$ cat src/rtl/imem_boot_loader_pkg.sv
// Shared types and constants for the instruction-memory boot loader.
// The frame is: 4-byte LE word count, N LE words, one XOR checksum byte.
package boot_pkg;

    typedef enum logic [2:0] {
        S_HDR,
        S_DATA,
        S_CSUM,
        S_DONE,
        S_ERR
    } state_e;

    typedef enum logic [1:0] {
        ERR_NONE    = 2'b00,
        ERR_SIZE    = 2'b01,
        ERR_CSUM    = 2'b10,
        ERR_TIMEOUT = 2'b11
    } err_e;

    localparam int HDR_BYTES      = 4;
    localparam int BYTES_PER_WORD = 4;

    // Byte address of a word index, zero-extended to 32 bits.
    function automatic logic [31:0] word_byte_addr(input logic [31:0] idx);
        return {idx[29:0], 2'b00};
    endfunction

endpackage

$ cat src/rtl/imem_boot_loader_if.sv
// Byte-stream input and instruction-memory write port of the boot loader.
// master = the loader itself; slave = the UART/imem environment around it.
interface imem_boot_loader_if #(
    parameter int ADDR_W = 32
);
    logic              rx_valid;
    logic [7:0]        rx_data;
    logic              imem_we;
    logic [ADDR_W-1:0] imem_addr;
    logic [31:0]       imem_wdata;

    modport master (
        input  rx_valid,
        input  rx_data,
        output imem_we,
        output imem_addr,
        output imem_wdata
    );

    modport slave (
        output rx_valid,
        output rx_data,
        input  imem_we,
        input  imem_addr,
        input  imem_wdata
    );
endinterface

$ cat src/rtl/imem_boot_loader_byte_assembler.sv
// Collects four bytes into a little-endian word; shared by header and payload.
// word_o/ready_o are combinational so the 4th byte can be acted on at its own edge.
module byte_assembler
    import boot_pkg::*;
(
    input  logic        clk,
    input  logic        arst,
    input  logic        clr_i,
    input  logic        valid_i,
    input  logic [7:0]  byte_i,
    output logic [1:0]  idx_o,
    output logic [31:0] word_o,
    output logic        ready_o
);
    logic [1:0]  idx_q,   idx_d;
    logic [31:0] shreg_q, shreg_d;

    // New bytes enter at the top, so after four bytes the first one sits in [7:0].
    assign word_o  = {byte_i, shreg_q[31:8]};
    assign ready_o = valid_i && (idx_q == 2'(BYTES_PER_WORD - 1));
    assign idx_o   = idx_q;

    always_comb begin
        idx_d   = idx_q;
        shreg_d = shreg_q;
        if (clr_i) begin
            idx_d   = '0;
            shreg_d = '0;
        end else if (valid_i) begin
            idx_d   = idx_q + 2'd1;
            shreg_d = word_o;
        end
    end

    always_ff @(posedge clk) begin
        if (arst) begin
            idx_q   <= '0;
            shreg_q <= '0;
        end else begin
            idx_q   <= idx_d;
            shreg_q <= shreg_d;
        end
    end

endmodule

$ cat src/rtl/imem_boot_loader.sv
// UART-fed boot loader: writes a checksummed image into imem from address 0
// and holds the CPU in reset until the whole image has been verified.
module imem_boot_loader
    import boot_pkg::*;
#(
    parameter int DEPTH_WORDS = 64,
    parameter int TIMEOUT_CYC = 1000000,
    parameter int ADDR_W      = 32,
    localparam int WL_W       = $clog2(DEPTH_WORDS) + 1
) (
    input  logic                 clk,
    input  logic                 arst,
    imem_boot_loader_if.master   bus,
    output logic                 cpu_hold,
    output logic                 done,
    output logic [1:0]           err_code,
    output logic [WL_W-1:0]      words_loaded
);
    localparam int TMO_W = $clog2(TIMEOUT_CYC + 1);

    state_e            state_q, state_d;
    err_e              err_q,   err_d;
    logic [31:0]       n_q,     n_d;
    logic [WL_W-1:0]   wl_q,    wl_d;
    logic [7:0]        csum_q,  csum_d;
    logic [TMO_W-1:0]  tmo_q,   tmo_d;
    logic              we_q,    we_d;
    logic [ADDR_W-1:0] addr_q,  addr_d;
    logic [31:0]       wdata_q, wdata_d;
    logic              done_q,  done_d;
    logic              hold_q,  hold_d;

    logic        asm_clr, asm_valid, asm_ready;
    logic [1:0]  asm_idx;
    logic [31:0] asm_word;
    logic        last_done, csum_hit, tmo_active;

    byte_assembler u_asm (
        .clk     (clk),
        .arst    (arst),
        .clr_i   (asm_clr),
        .valid_i (asm_valid),
        .byte_i  (bus.rx_data),
        .idx_o   (asm_idx),
        .word_o  (asm_word),
        .ready_o (asm_ready)
    );

    // Final write pulse is in flight; a byte arriving now is already the checksum.
    assign last_done  = we_q && (32'(wl_q) == n_q);
    assign csum_hit   = (bus.rx_data == csum_q);
    assign tmo_active = ((state_q == S_HDR) && (asm_idx != 2'd0)) ||
                        (state_q == S_DATA) || (state_q == S_CSUM);
    assign asm_clr    = (state_d != state_q);

    always_comb begin
        state_d   = state_q;
        err_d     = err_q;
        n_d       = n_q;
        wl_d      = wl_q;
        csum_d    = csum_q;
        tmo_d     = tmo_q;
        we_d      = 1'b0;
        addr_d    = addr_q;
        wdata_d   = wdata_q;
        asm_valid = 1'b0;

        unique case (state_q)
            S_HDR: begin
                asm_valid = bus.rx_valid;
                csum_d    = '0;
                if (asm_ready) begin
                    n_d = asm_word;
                    if (asm_word > 32'(DEPTH_WORDS)) begin
                        state_d = S_ERR;
                        err_d   = ERR_SIZE;
                    end else if (asm_word == 32'd0) begin
                        state_d = S_CSUM;
                    end else begin
                        state_d = S_DATA;
                    end
                end
            end
            S_DATA: begin
                if (last_done) begin
                    if (bus.rx_valid) begin
                        state_d = csum_hit ? S_DONE : S_ERR;
                        err_d   = csum_hit ? err_q  : ERR_CSUM;
                    end else begin
                        state_d = S_CSUM;
                    end
                end else begin
                    asm_valid = bus.rx_valid;
                    if (bus.rx_valid) csum_d = csum_q ^ bus.rx_data;
                    if (asm_ready) begin
                        we_d    = 1'b1;
                        addr_d  = ADDR_W'(word_byte_addr(32'(wl_q)));
                        wdata_d = asm_word;
                        wl_d    = wl_q + WL_W'(1);
                    end
                end
            end
            S_CSUM: begin
                if (bus.rx_valid) begin
                    state_d = csum_hit ? S_DONE : S_ERR;
                    err_d   = csum_hit ? err_q  : ERR_CSUM;
                end
            end
            S_DONE, S_ERR: ;
            default: state_d = S_ERR;
        endcase

        // A byte in the expiry cycle wins over the timeout.
        if (!tmo_active || bus.rx_valid) begin
            tmo_d = '0;
        end else if (tmo_q == TMO_W'(TIMEOUT_CYC - 1)) begin
            tmo_d   = '0;
            state_d = S_ERR;
            err_d   = ERR_TIMEOUT;
        end else begin
            tmo_d = tmo_q + TMO_W'(1);
        end

        done_d = (state_d == S_DONE);
        hold_d = (state_d != S_DONE);
    end

    always_ff @(posedge clk) begin
        if (arst) begin
            state_q <= S_HDR;
            err_q   <= ERR_NONE;
            n_q     <= '0;
            wl_q    <= '0;
            csum_q  <= '0;
            tmo_q   <= '0;
            we_q    <= 1'b0;
            addr_q  <= '0;
            wdata_q <= '0;
            done_q  <= 1'b0;
            hold_q  <= 1'b1;
        end else begin
            state_q <= state_d;
            err_q   <= err_d;
            n_q     <= n_d;
            wl_q    <= wl_d;
            csum_q  <= csum_d;
            tmo_q   <= tmo_d;
            we_q    <= we_d;
            addr_q  <= addr_d;
            wdata_q <= wdata_d;
            done_q  <= done_d;
            hold_q  <= hold_d;
        end
    end

    assign bus.imem_we    = we_q;
    assign bus.imem_addr  = addr_q;
    assign bus.imem_wdata = wdata_q;
    assign cpu_hold       = hold_q;
    assign done           = done_q;
    assign err_code       = err_q;
    assign words_loaded   = wl_q;

endmodule

$ cat src/flat_wrapper.sv
// flat-port wrapper written by rule: the top's interface ports become plain ports
module imem_boot_loader_flat import boot_pkg::*;
#(
    parameter int DEPTH_WORDS = 64,
    parameter int TIMEOUT_CYC = 1000000,
    parameter int ADDR_W      = 32,
    localparam int WL_W       = $clog2(DEPTH_WORDS) + 1
)
  (clk, arst, cpu_hold, done, err_code, words_loaded, bus_rx_valid, bus_rx_data, bus_imem_we, bus_imem_addr, bus_imem_wdata);
  imem_boot_loader_if #(.ADDR_W(ADDR_W)) bus_i ();
  input  logic clk;
  input  logic arst;
  output logic cpu_hold;
  output logic done;
  output logic [1:0] err_code;
  output logic [WL_W-1:0] words_loaded;
  input wire logic [$bits(bus_i.rx_valid)-1:0] bus_rx_valid;
  input wire logic [$bits(bus_i.rx_data)-1:0] bus_rx_data;
  output wire logic [$bits(bus_i.imem_we)-1:0] bus_imem_we;
  output wire logic [$bits(bus_i.imem_addr)-1:0] bus_imem_addr;
  output wire logic [$bits(bus_i.imem_wdata)-1:0] bus_imem_wdata;
  assign bus_i.rx_valid = bus_rx_valid;
  assign bus_i.rx_data = bus_rx_data;
  assign bus_imem_we = bus_i.imem_we;
  assign bus_imem_addr = bus_i.imem_addr;
  assign bus_imem_wdata = bus_i.imem_wdata;
  imem_boot_loader #(.DEPTH_WORDS(DEPTH_WORDS), .TIMEOUT_CYC(TIMEOUT_CYC), .ADDR_W(ADDR_W)) u_core (.clk(clk), .arst(arst), .bus(bus_i), .cpu_hold(cpu_hold), .done(done), .err_code(err_code), .words_loaded(words_loaded));
endmodule
$ cat config.mk
export PLATFORM = sky130hd
export DESIGN_NAME = imem_boot_loader_flat
export DESIGN_NICKNAME = d
export VERILOG_FILES = /design/src/rtl/imem_boot_loader_pkg.sv /design/src/rtl/imem_boot_loader_if.sv /design/src/rtl/imem_boot_loader_byte_assembler.sv /design/src/rtl/imem_boot_loader.sv /design/src/flat_wrapper.sv
export SDC_FILE = /design/constraint.sdc
export NUM_CORES = 1
export LEC_CHECK = 0
export CORE_MARGIN = 10
export CORE_UTILIZATION = 37
export CTS_BUF_LIST = sky130_fd_sc_hd__clkbuf_8
export CTS_CLUSTER_SIZE = 14
export DETAILED_ROUTE_END_ITERATION = 8
export GPL_TIMING_DRIVEN = 1
export HOLD_SLACK_MARGIN = 0.12
export SLEW_MARGIN = 0
export SYNTH_ARGS = -nofsm -noshare
export SYNTH_HDL_FRONTEND = slang
export SYNTH_HIERARCHICAL = 1
export SYNTH_SLANG_ARGS = --single-unit
$ cat constraint.sdc
create_clock -name clk -period 5.95 [get_ports clk]
set_input_delay 1.19 -clock clk [delete_from_list [all_inputs] [get_ports clk]]
set_output_delay 1.19 -clock clk [all_outputs]
set_load 0.02 [all_outputs]
# Word level (Yosys, flattened, before mapping)
# Index checks and enable logic that the tools add are counted.
# totals
regBits	148
out_inout_bits	76
# classes
add_sub_neg	3
n_lt_le_gt_ge	1
n_eq_ne	13
mux	24
bitwise	3
n_reduce_logical	18
# ops
op	n
$eq 7x32->1	1
$gt 32x7->1 const B	1
$logic_not 32->1	1
$mux 3	8
$add 20x1->20 const B	1
$eq 20x20->1 const B	1
$mux 2	8
$mux 8	2
$pmux 8 s2	1
$pmux 3 s4	1
$eq 3x2->1 const B	3
$eq 8x8->1	1
$xor 8x8->8	1
$add 7x1->7 const B	1
$pmux 2 s3	1
$reduce_and 3->1	2
$reduce_or 3->1	2
$ne 2x2->1 const B	2
$reduce_bool 2->1	2
$reduce_or 2->1	2
$eq 3x1->1 const B	1
$eq 3x3->1 const B	1
$logic_and 1x1->1	3
$logic_not 3->1	1
other kinds (10)	14

# Longest topological paths before layout
# Gate-level depths: netlist of the first run.
# depth
word_depth	11
depth_mapped	19
mapped_depth_nobuf	13

# Hierarchy
# Netlist of the first run, hierarchy kept.
# by_module_without_submodules
mod	instances	cells_per_inst	area_each_um2	seq_area_each_um2
imem_boot_loader	1	630	4983.5	2282.2
byte_assembler	1	95	1039.7	520.5

# Least setup slack after synthesis of the first run
# OpenSTA, ideal clock, no wires.
# synth_timing
path_type	in2reg
from	input bus_rx_valid
to	register u_core.u_asm.idx_q[0], in the netlist u_core/u_asm/idx_o[0]
setup_time_ps	64
arrival_ps	3860
t_required_ps	5886
setup_slack_ps	2026
path_stages	15
path_cell_list	clkbuf_1 -> o211a_1 -> buf_6 -> buf_6 -> and2_1 -> nor4b_4 -> nand3_1 -> a211oi_1 -> nor3_1 -> a221oi_1 -> nand4_1 -> or2_1 -> buf_6 -> buf_8 -> nor2_1
# synth_between
elab_chain_len	9
word_cells_on_any_way	13
classes_between	1 x eq/ne; 9 x mux; 3 x reduce/logical
# synth_rtl
element	line_no	source
start: declaration	flat_wrapper.sv:17	input wire logic [$bits(bus_i.rx_valid)-1:0] bus_rx_valid;
$mux 1	imem_boot_loader.sv:85	if (last_done) begin
$pmux 1 s2 (*)	imem_boot_loader.sv:68	unique case (state_q)
named net u_core.asm_valid	imem_boot_loader.sv:33	logic asm_clr, asm_valid, asm_ready;
$logic_and 1x1->1 (*)	imem_boot_loader_byte_assembler.sv:20	assign ready_o = valid_i && (idx_q == 2'(BYTES_PER_WORD - 1));
named net u_core.asm_ready	imem_boot_loader.sv:33	
$mux 3 (*)	imem_boot_loader.sv:72	if (asm_ready) begin
$pmux 3 s4 (*)	imem_boot_loader.sv:68	
$mux 3	imem_boot_loader.sv:116	end else if (tmo_q == TMO_W'(TIMEOUT_CYC - 1)) begin
$mux 3 (*)	imem_boot_loader.sv:114	if (!tmo_active || bus.rx_valid) begin
$ne 3x3->1 (*)	imem_boot_loader.sv:54	assign asm_clr = (state_d != state_q);
named net u_core.asm_clr	imem_boot_loader.sv:33	
$reduce_or 2->1 (no line) (*)	--	
end signal: assignment	imem_boot_loader_byte_assembler.sv:40	idx_q <= idx_d;
end: declaration	imem_boot_loader_byte_assembler.sv:15	logic [1:0] idx_q, idx_d;
# Mark *: on every way through the listed nets, which the timed path passes. The rest lies on a longest branch.
# A chain may end at the register's enable or synchronous reset.

# Worst setup path in the final report of the first run
# layout_timing
from	register u_core.n_q[22]
to	register u_core.u_asm.shreg_q[22]
# layout_between
elab_chain_len	11
word_cells_on_any_way	12
classes_between	2 x eq/ne; 7 x mux; 3 x reduce/logical
# layout_rtl
element	line_no	source
start: declaration	imem_boot_loader.sv:23	logic [31:0] n_q, n_d;
start signal: assignment	imem_boot_loader.sv:144	n_q <= n_d;
$eq 7x32->1 (*)	imem_boot_loader.sv:50	assign last_done = we_q && (32'(wl_q) == n_q);
$logic_and 1x1->1 (*)	imem_boot_loader.sv:50	
$mux 1 (*)	imem_boot_loader.sv:85	
$pmux 1 s2 (*)	imem_boot_loader.sv:68	
named net u_core.asm_valid	imem_boot_loader.sv:33	
$logic_and 1x1->1 (*)	imem_boot_loader_byte_assembler.sv:20	
named net u_core.asm_ready	imem_boot_loader.sv:33	
$mux 3 (*)	imem_boot_loader.sv:72	
$pmux 3 s4 (*)	imem_boot_loader.sv:68	
$mux 3	imem_boot_loader.sv:116	
$mux 3 (*)	imem_boot_loader.sv:114	
$ne 3x3->1 (*)	imem_boot_loader.sv:54	
named net u_core.asm_clr	imem_boot_loader.sv:33	
$reduce_or 2->1 (no line) (*)	--	
end signal: assignment	imem_boot_loader_byte_assembler.sv:41	shreg_q <= shreg_d;
end: declaration	imem_boot_loader_byte_assembler.sv:16	logic [31:0] shreg_q, shreg_d;
# Marks and branches as above.

==> reports/qor.yml, run 1 <==
run_status:
  status: "complete, no violations"
clocking:
  h-tree-depth: 4
  cts_setup_buffers: 0
  clk_pin_slew_ns: 0.07
  holdBufCountCts: 0
  clk-insertion-delay-late_ns: 0.45
  root_buffer: "clkbuf_8"
  numCtsBuffers: 17
  cts.sinks: 140
  cts_tree: "yes"
  cts_max_path_buffers: 2
  post_cts_resized: 0
yosys:
  ys_ff_latch: 140
  syn_inst: 725
  syn_area_um2: 6020
  synth_top_flop_cell: "dfxtp_1"
  synth_seq_area_share_pct: 46.5
  avgSynthCellArea_um2: 8.31
  synth.distinct_cells: 48
  synth_edf_count: 0
  synthArstFlopShare_pct: 0
  ys.warnings.count: 6
timing:
  tns_ns: 0
  timing.final.crit_share_pct: 76.1
  fin_worst_skew_ns: 0.00884
  period_needed_ns: 4.53
  final_hold_viol_count: 0
  worst_pin_slew_ns: 0.954
  max_freq_ghz: 0.221
  slew_violations: 0
  slew_headroom_pct: 36.4
  rsz0062_at_grt: "false"
  setup_viol: 0
route:
  antenna_left: 0
  via_per_inst: 4.88
  drc_errors: 0
  via_count: 4827
  first_pass_iters: 7
  wl_per_cell_um: 14.7
  drt-initial-drc-count: 313
  wirelength_mm: 14.6
hold_path:
  hold_class: "register to register"
  min-delay-start: "u_core/tmo_q[0]"
  whs_path_depth: 1
layout:
  design_area_um2: 6980
  nets: 775
  antenna_cells: 0
  nFillCells: 1678
  synthToLayoutAreaGrowth_pct: 15.8
  layoutNonFillerInstCount: 990
  layout-drive-gt1-share_pct: 4.91
  multiInputGateArea_um2: 2800
  area.sequential_um2: 2800
power_and_ir_drop:
  leakage_nw: 2.45
  total_power_mw: 1.82
  power.density_nw_per_um2: 261
  vdd_drop_max_v: 0.000167
setup_path:
  path_class: "register to register"
  cp-startpoint: "u_core/n_q[22]"
  reg2regPathDepth: 14
  cp_data_arrival_time_ns: 4.90
  crit_path_max_fanout: 34
  reg2reg_from: "u_core/n_q[22]"
  cp-start-kind: "register"
  critPathCaptureType: "register"
  worstPathRequired_ns: 6.33
grt:
  first_global_vias: 4652
  grt_max_degree: 68
  gr-total-overflow: 0
  antenna_found_initial: 0
  grt_pass1_wl_mm: 24.1
  track_usage_pct: 13.5
die:
  io-pin-count: 87
  rows: 46
  initial_core_util_pct: 37.8
  design.core.area_um2: 15900
  die_x_um: 148
  die_h_um: 148
  dieArea_um2: 21800
placed_design:
  placedCellCount: 958
  gp_congestion: 0.779
  portBuffers: 61
  dp_hpwl_mm: 10.0
  place_area_um2: 6580
job:
  drv_cap: 0
-- worst paths after layout --
kind / endpoint / slack (ns)
max: u_core/u_asm/shreg_q[22] / 1.42
min: u_core/tmo_q[0] / 0.45
max reg2reg: u_core/u_asm/shreg_q[22] / 1.42
min reg2reg: u_core/tmo_q[0] / 0.45
-- logic make-up after synthesis --
kind of cell | synth area share (%)
AOI/OAI and AO/OA | 11.9
buffers and inverters | 8.48
other | 0.0623
and+or+nand+nor | 22.7
xor gates and xnor gates | 5.38
DFF | 46.5
adders and majority gates | 0.623
muxes | 4.34
-- critical path, stage by stage, from the launching register on --
cell and delay, ns:
dfxtp_1 0.31, nor4_1 0.54, nand4_1 0.14, or4_1 0.90
o211a_1 0.37, and2_1 0.16, nor4b_4 0.13, buf_4 0.26
nand3_1 0.13, a211oi_1 0.09, o2111a_1 0.27, a221oi_1 0.22
nand4_1 0.11, or2_1 0.59, nor2_1 0.22
-- state kept, by name, summed over array words and instances, names as in the netlist --
signal	cells
u_core/u_asm/shreg_q	24
u_core/bus.imem_wdata	32
u_core/cpu_hold	1
u_core/state_q	3
u_core/csum_q	8
u_core/bus.imem_addr	7
u_core/done	1
u_core/u_asm/idx_o	2
u_core/err_code	2
u_core/bus.imem_we	1
u_core/n_q	32
u_core/words_loaded	7
u_core/tmo_q	20
-- metrics by stage --
step                      setup slack [ns]  utilization, %  hold WS [ns]
final                                 1.42            43.8         0.447
after global routing                  1.14            43.8         0.466
after CTS                             1.54            43.8         0.453
after detailed placement              1.06            41.3         0.439
after global placement                1.18            41.3         0.424
after floorplan                       2.03               -         0.413
-- cell usage in the layout (no fill, tap or decap), drive strengths merged, types with 5 or more instances in the layout --
cell	n
nand2	165
nor3	5
nand3	10
nor2	61
nor2b	9
o41ai	8
and3	6
buf	8
xor2	13
inv	19
dfxtp	140
nor4	12
mux2i	25
a31oi	9
xnor2	24
a21oi	81
o21ai	15
clkbuf	19
clkdlybuf4s50	60
and2	6
conb	25
nand4	15
-- cell type report --
class	count	share of cell area (%)
clock buffers	19	3.75
clock inverters	13	1.95
inverters	12	0.646
multi-input cells	522	40.1
flip-flops and latches	140	40.2
well taps	216	3.87
repair buffers	68	9.47
-- per-layer routing --
| layer | vias up | wire [µm] | part of all wire, % | track usage [%] |
|---|---|---|---|---|
| li1 | 2456 | - | - | - |
| met1 | 2266 | 6870 | 47 | 17.4 |
| met2 | 88 | 6830 | 47 | 21.0 |
| met3 | 17 | 684 | 4.7 | 4.43 |
| met4 | 0 | 177 | 1.2 | 4.11 |
| met5 | - | 0 | 0 | 0 |
-- Yosys cell counts (3+ instances only) --
cell	n	area (µm²)
nand2_1	165	619
dfxtp_1	140	2800
a21oi_1	81	405
nor2_1	60	225
buf_4	33	248
clkbuf_1	29	109
mux2i_1	25	250
xnor2_1	24	210
nand4_1	15	93.8
o21ai_0	15	75.1
xor2_1	13	114
inv_1	12	45.0
nor4_1	12	75.1
nand3_1	10	50.1
a31oi_1	9	56.3
nor2b_1	9	56.3
o41ai_1	8	70.1
and2_1	6	37.5
and3_1	6	37.5
buf_2	6	30.0
nor3_1	5	25.0
buf_6	4	45.0
or3_1	4	25.0
ha_1	3	37.5
-- report_power, final --
| part | switching, mW | internal [mW] | leakage, nW |
|---|---|---|---|
| clock network | 0.349 | 0.425 | 0.220 |
| logic | 0.0618 | 0.0270 | 1.10 |
| registers | 0.0133 | 0.946 | 1.13 |
No activity file was read; power rests on OpenSTA's default activity.
==> inputs of run 2 (changes only) <==
- clock period: 5.95 -> 3.7 ns (I/O delays scaled with it)
==> run 2 against run 1 <==
Against the previous run: critical path depth is the same; worst hold slack lost 0.0057 ns; cell count up 1.2%; wire length increased by 4.3%; die area is the same; maximum frequency increased by 33%; global-route usage up 0.31 points; clock power grew 49%; non-clock buffer count rose by 12; via count is 2.4% higher; combinational power rose by 69%; flip-flop and latch count is the same; highest routed layer unchanged.
==> reports/qor.yml, run 2 (synthesized netlist as in run 1, its figures left out) <==
run_status:
  status: "complete, no violations"
route:
  wirelength_mm: 15.2
  drc_errors: 0
  antenna_left: 0
  via_count: 4941
  wl_per_cell_um: 15.1
  drt-initial-drc-count: 263
  first_pass_iters: 5
  via_per_inst: 4.93
setup_path:
  ff2ff_setup_slack_ns: 0.29
  critPathCaptureType: "register"
  cp_top_family: "simple AND/OR/NAND/NOR gates"
  rr_endpoint: "u_core/u_asm/shreg_q[30]"
  worst_path_most_repeated_cell: "nand4_1"
  reg2regPathDepth: 14
  reg2reg_from: "u_core/n_q[22]"
  cp-startpoint: "u_core/n_q[22]"
  critical_path.cell_chain: "nor4_2, nand4_1, or4_1, o211a_1, and2_1, nor4b_4, nand3_1, a211oi_1, o2111a_1, a221oi_1, nand4_1, or2_1, buf_4, nor2_1"
  cp_data_arrival_time_ns: 3.79
  path_class: "register to register"
  max_stage_delay_ns: 0.58
  cp-start-kind: "register"
  crit_path_max_fanout: 26
  worstPathRequired_ns: 4.08
  path_buf_inv: 1
  slowest_stage: "or4_1"
timing:
  max_freq_ghz: 0.294
  slew_violations: 0
  worst_pin_slew_ns: 0.827
  timing.final.crit_share_pct: 92.1
  setup_viol: 0
  period_needed_ns: 3.41
  fin_worst_skew_ns: 0.0143
  rsz0062_at_grt: "false"
  slew_headroom_pct: 44.9
  tns_ns: 0
  final_hold_viol_count: 0
  whs_ns: 0.442
die:
  io-pin-count: 87
  die_h_um: 148
  design.core.area_um2: 15900
  die_x_um: 148
  dieArea_um2: 21800
  rows: 46
  initial_core_util_pct: 37.8
grt:
  gr-total-overflow: 0
  track_usage_pct: 13.8
  first_global_vias: 4691
  antenna_found_initial: 0
  grt_pass1_wl_mm: 24.6
  grt_max_degree: 56
hold_path:
  hold_class: "register to register"
  min_delay_worst_endpoint: "u_core/tmo_q[0]"
  min-delay-start: "u_core/tmo_q[0]"
  whs_path_depth: 1
power_and_ir_drop:
  vdd_drop_max_v: 0.000227
  power.density_nw_per_um2: 402
  leakage_nw: 2.50
placed_design:
  dp_hpwl_mm: 10.4
  place_area_um2: 6690
  placedCellCount: 970
  portBuffers: 61
  gp_congestion: 0.818
clocking:
  cts_setup_buffers: 0
  h-tree-depth: 4
  cts_max_path_buffers: 2
  post_cts_resized: 0
  numCtsBuffers: 17
  root_buffer: "clkbuf_8"
  clk_pin_slew_ns: 0.08
  holdBufCountCts: 0
  cts.sinks: 140
  clk-insertion-delay-late_ns: 0.46
  cts_tree: "yes"
layout:
  design_area_um2: 7070
  nFillCells: 1649
  antenna_cells: 0
  synthToLayoutAreaGrowth_pct: 17.4
  multiInputGateArea_um2: 2820
  area.sequential_um2: 2810
  layout_common_cells: "nand2_1, dfxtp_1, a21oi_1"
  layoutNonFillerInstCount: 1002
  layout-drive-gt1-share_pct: 7.63
  nets: 787
  final_common_cell: "nand2_1"
job:
  drv_cap: 0
[run 2: changes by cell type in the layout (fill, tap and decap cells not counted), moves of 2 or more]
| cell | delta |
|---|---|
| dfxtp_2 | +3 |
| nor4_1 | -3 |
| buf_4 | +10 |
| clkinv_2 | +3 |
| clkinv_4 | +2 |
| inv_1 | -4 |
| dfxtp_1 | -3 |
| bufinv_16 | -2 |
| nor4_2 | +3 |
[run 2: layout make-up]
cell class,instances,share of cell area [%]
well taps,216,3.82
clock buffers,19,3.70
multi-input cells,522,39.9
flip-flops and latches,140,39.7
inverters,12,0.637
clock inverters,13,1.45
repair buffers,80,10.8
[run 2: worst max-delay path by stage]
| stage | to | cells past startpoint |
|---|---|---|
| 4_1_cts | u_core/u_asm/shreg_q[25] | 14 |
| 3_5_place_dp | u_core/u_asm/shreg_q[11] | 14 |
| 6_report | u_core/u_asm/shreg_q[30] | 14 |
| 5_1_grt | u_core/u_asm/shreg_q[24] | 14 |
| 2_1_floorplan | u_core/u_asm/idx_o[0] | 19 |
| 3_3_place_gp | u_core/u_asm/shreg_q[28] | 14 |
[run 2: power by group]
part | internal [mW] | switching, mW | leakage (nW) | total [mW]
Sequential | 1.52 | 0.0226 | 1.13 | 1.54
Clock | 0.557 | 0.591 | 0.195 | 1.15
Combinational | 0.0479 | 0.103 | 1.17 | 0.150
[run 2: metrics by stage]
step	util, %	total power [mW]	worst slack, ns
2_1_floorplan	-	1.71	0.0344
3_3_place_gp	41.9	1.73	0.279
3_5_place_dp	41.9	1.73	0.233
4_1_cts	44.2	2.87	0.206
5_1_grt	44.4	2.97	0.0361
6_report	44.4	2.84	0.293
[run 2: per-layer routing]
layer  global-route usage (%)  vias to the layer above  routed length (µm)
met3                     5.19                        8                 822
met1                     17.5                     2355                7170
met2                     21.4                       95                7060
met5                        0                        -                   0
li1                         -                     2483                   -
met4                     4.01                        0                 116
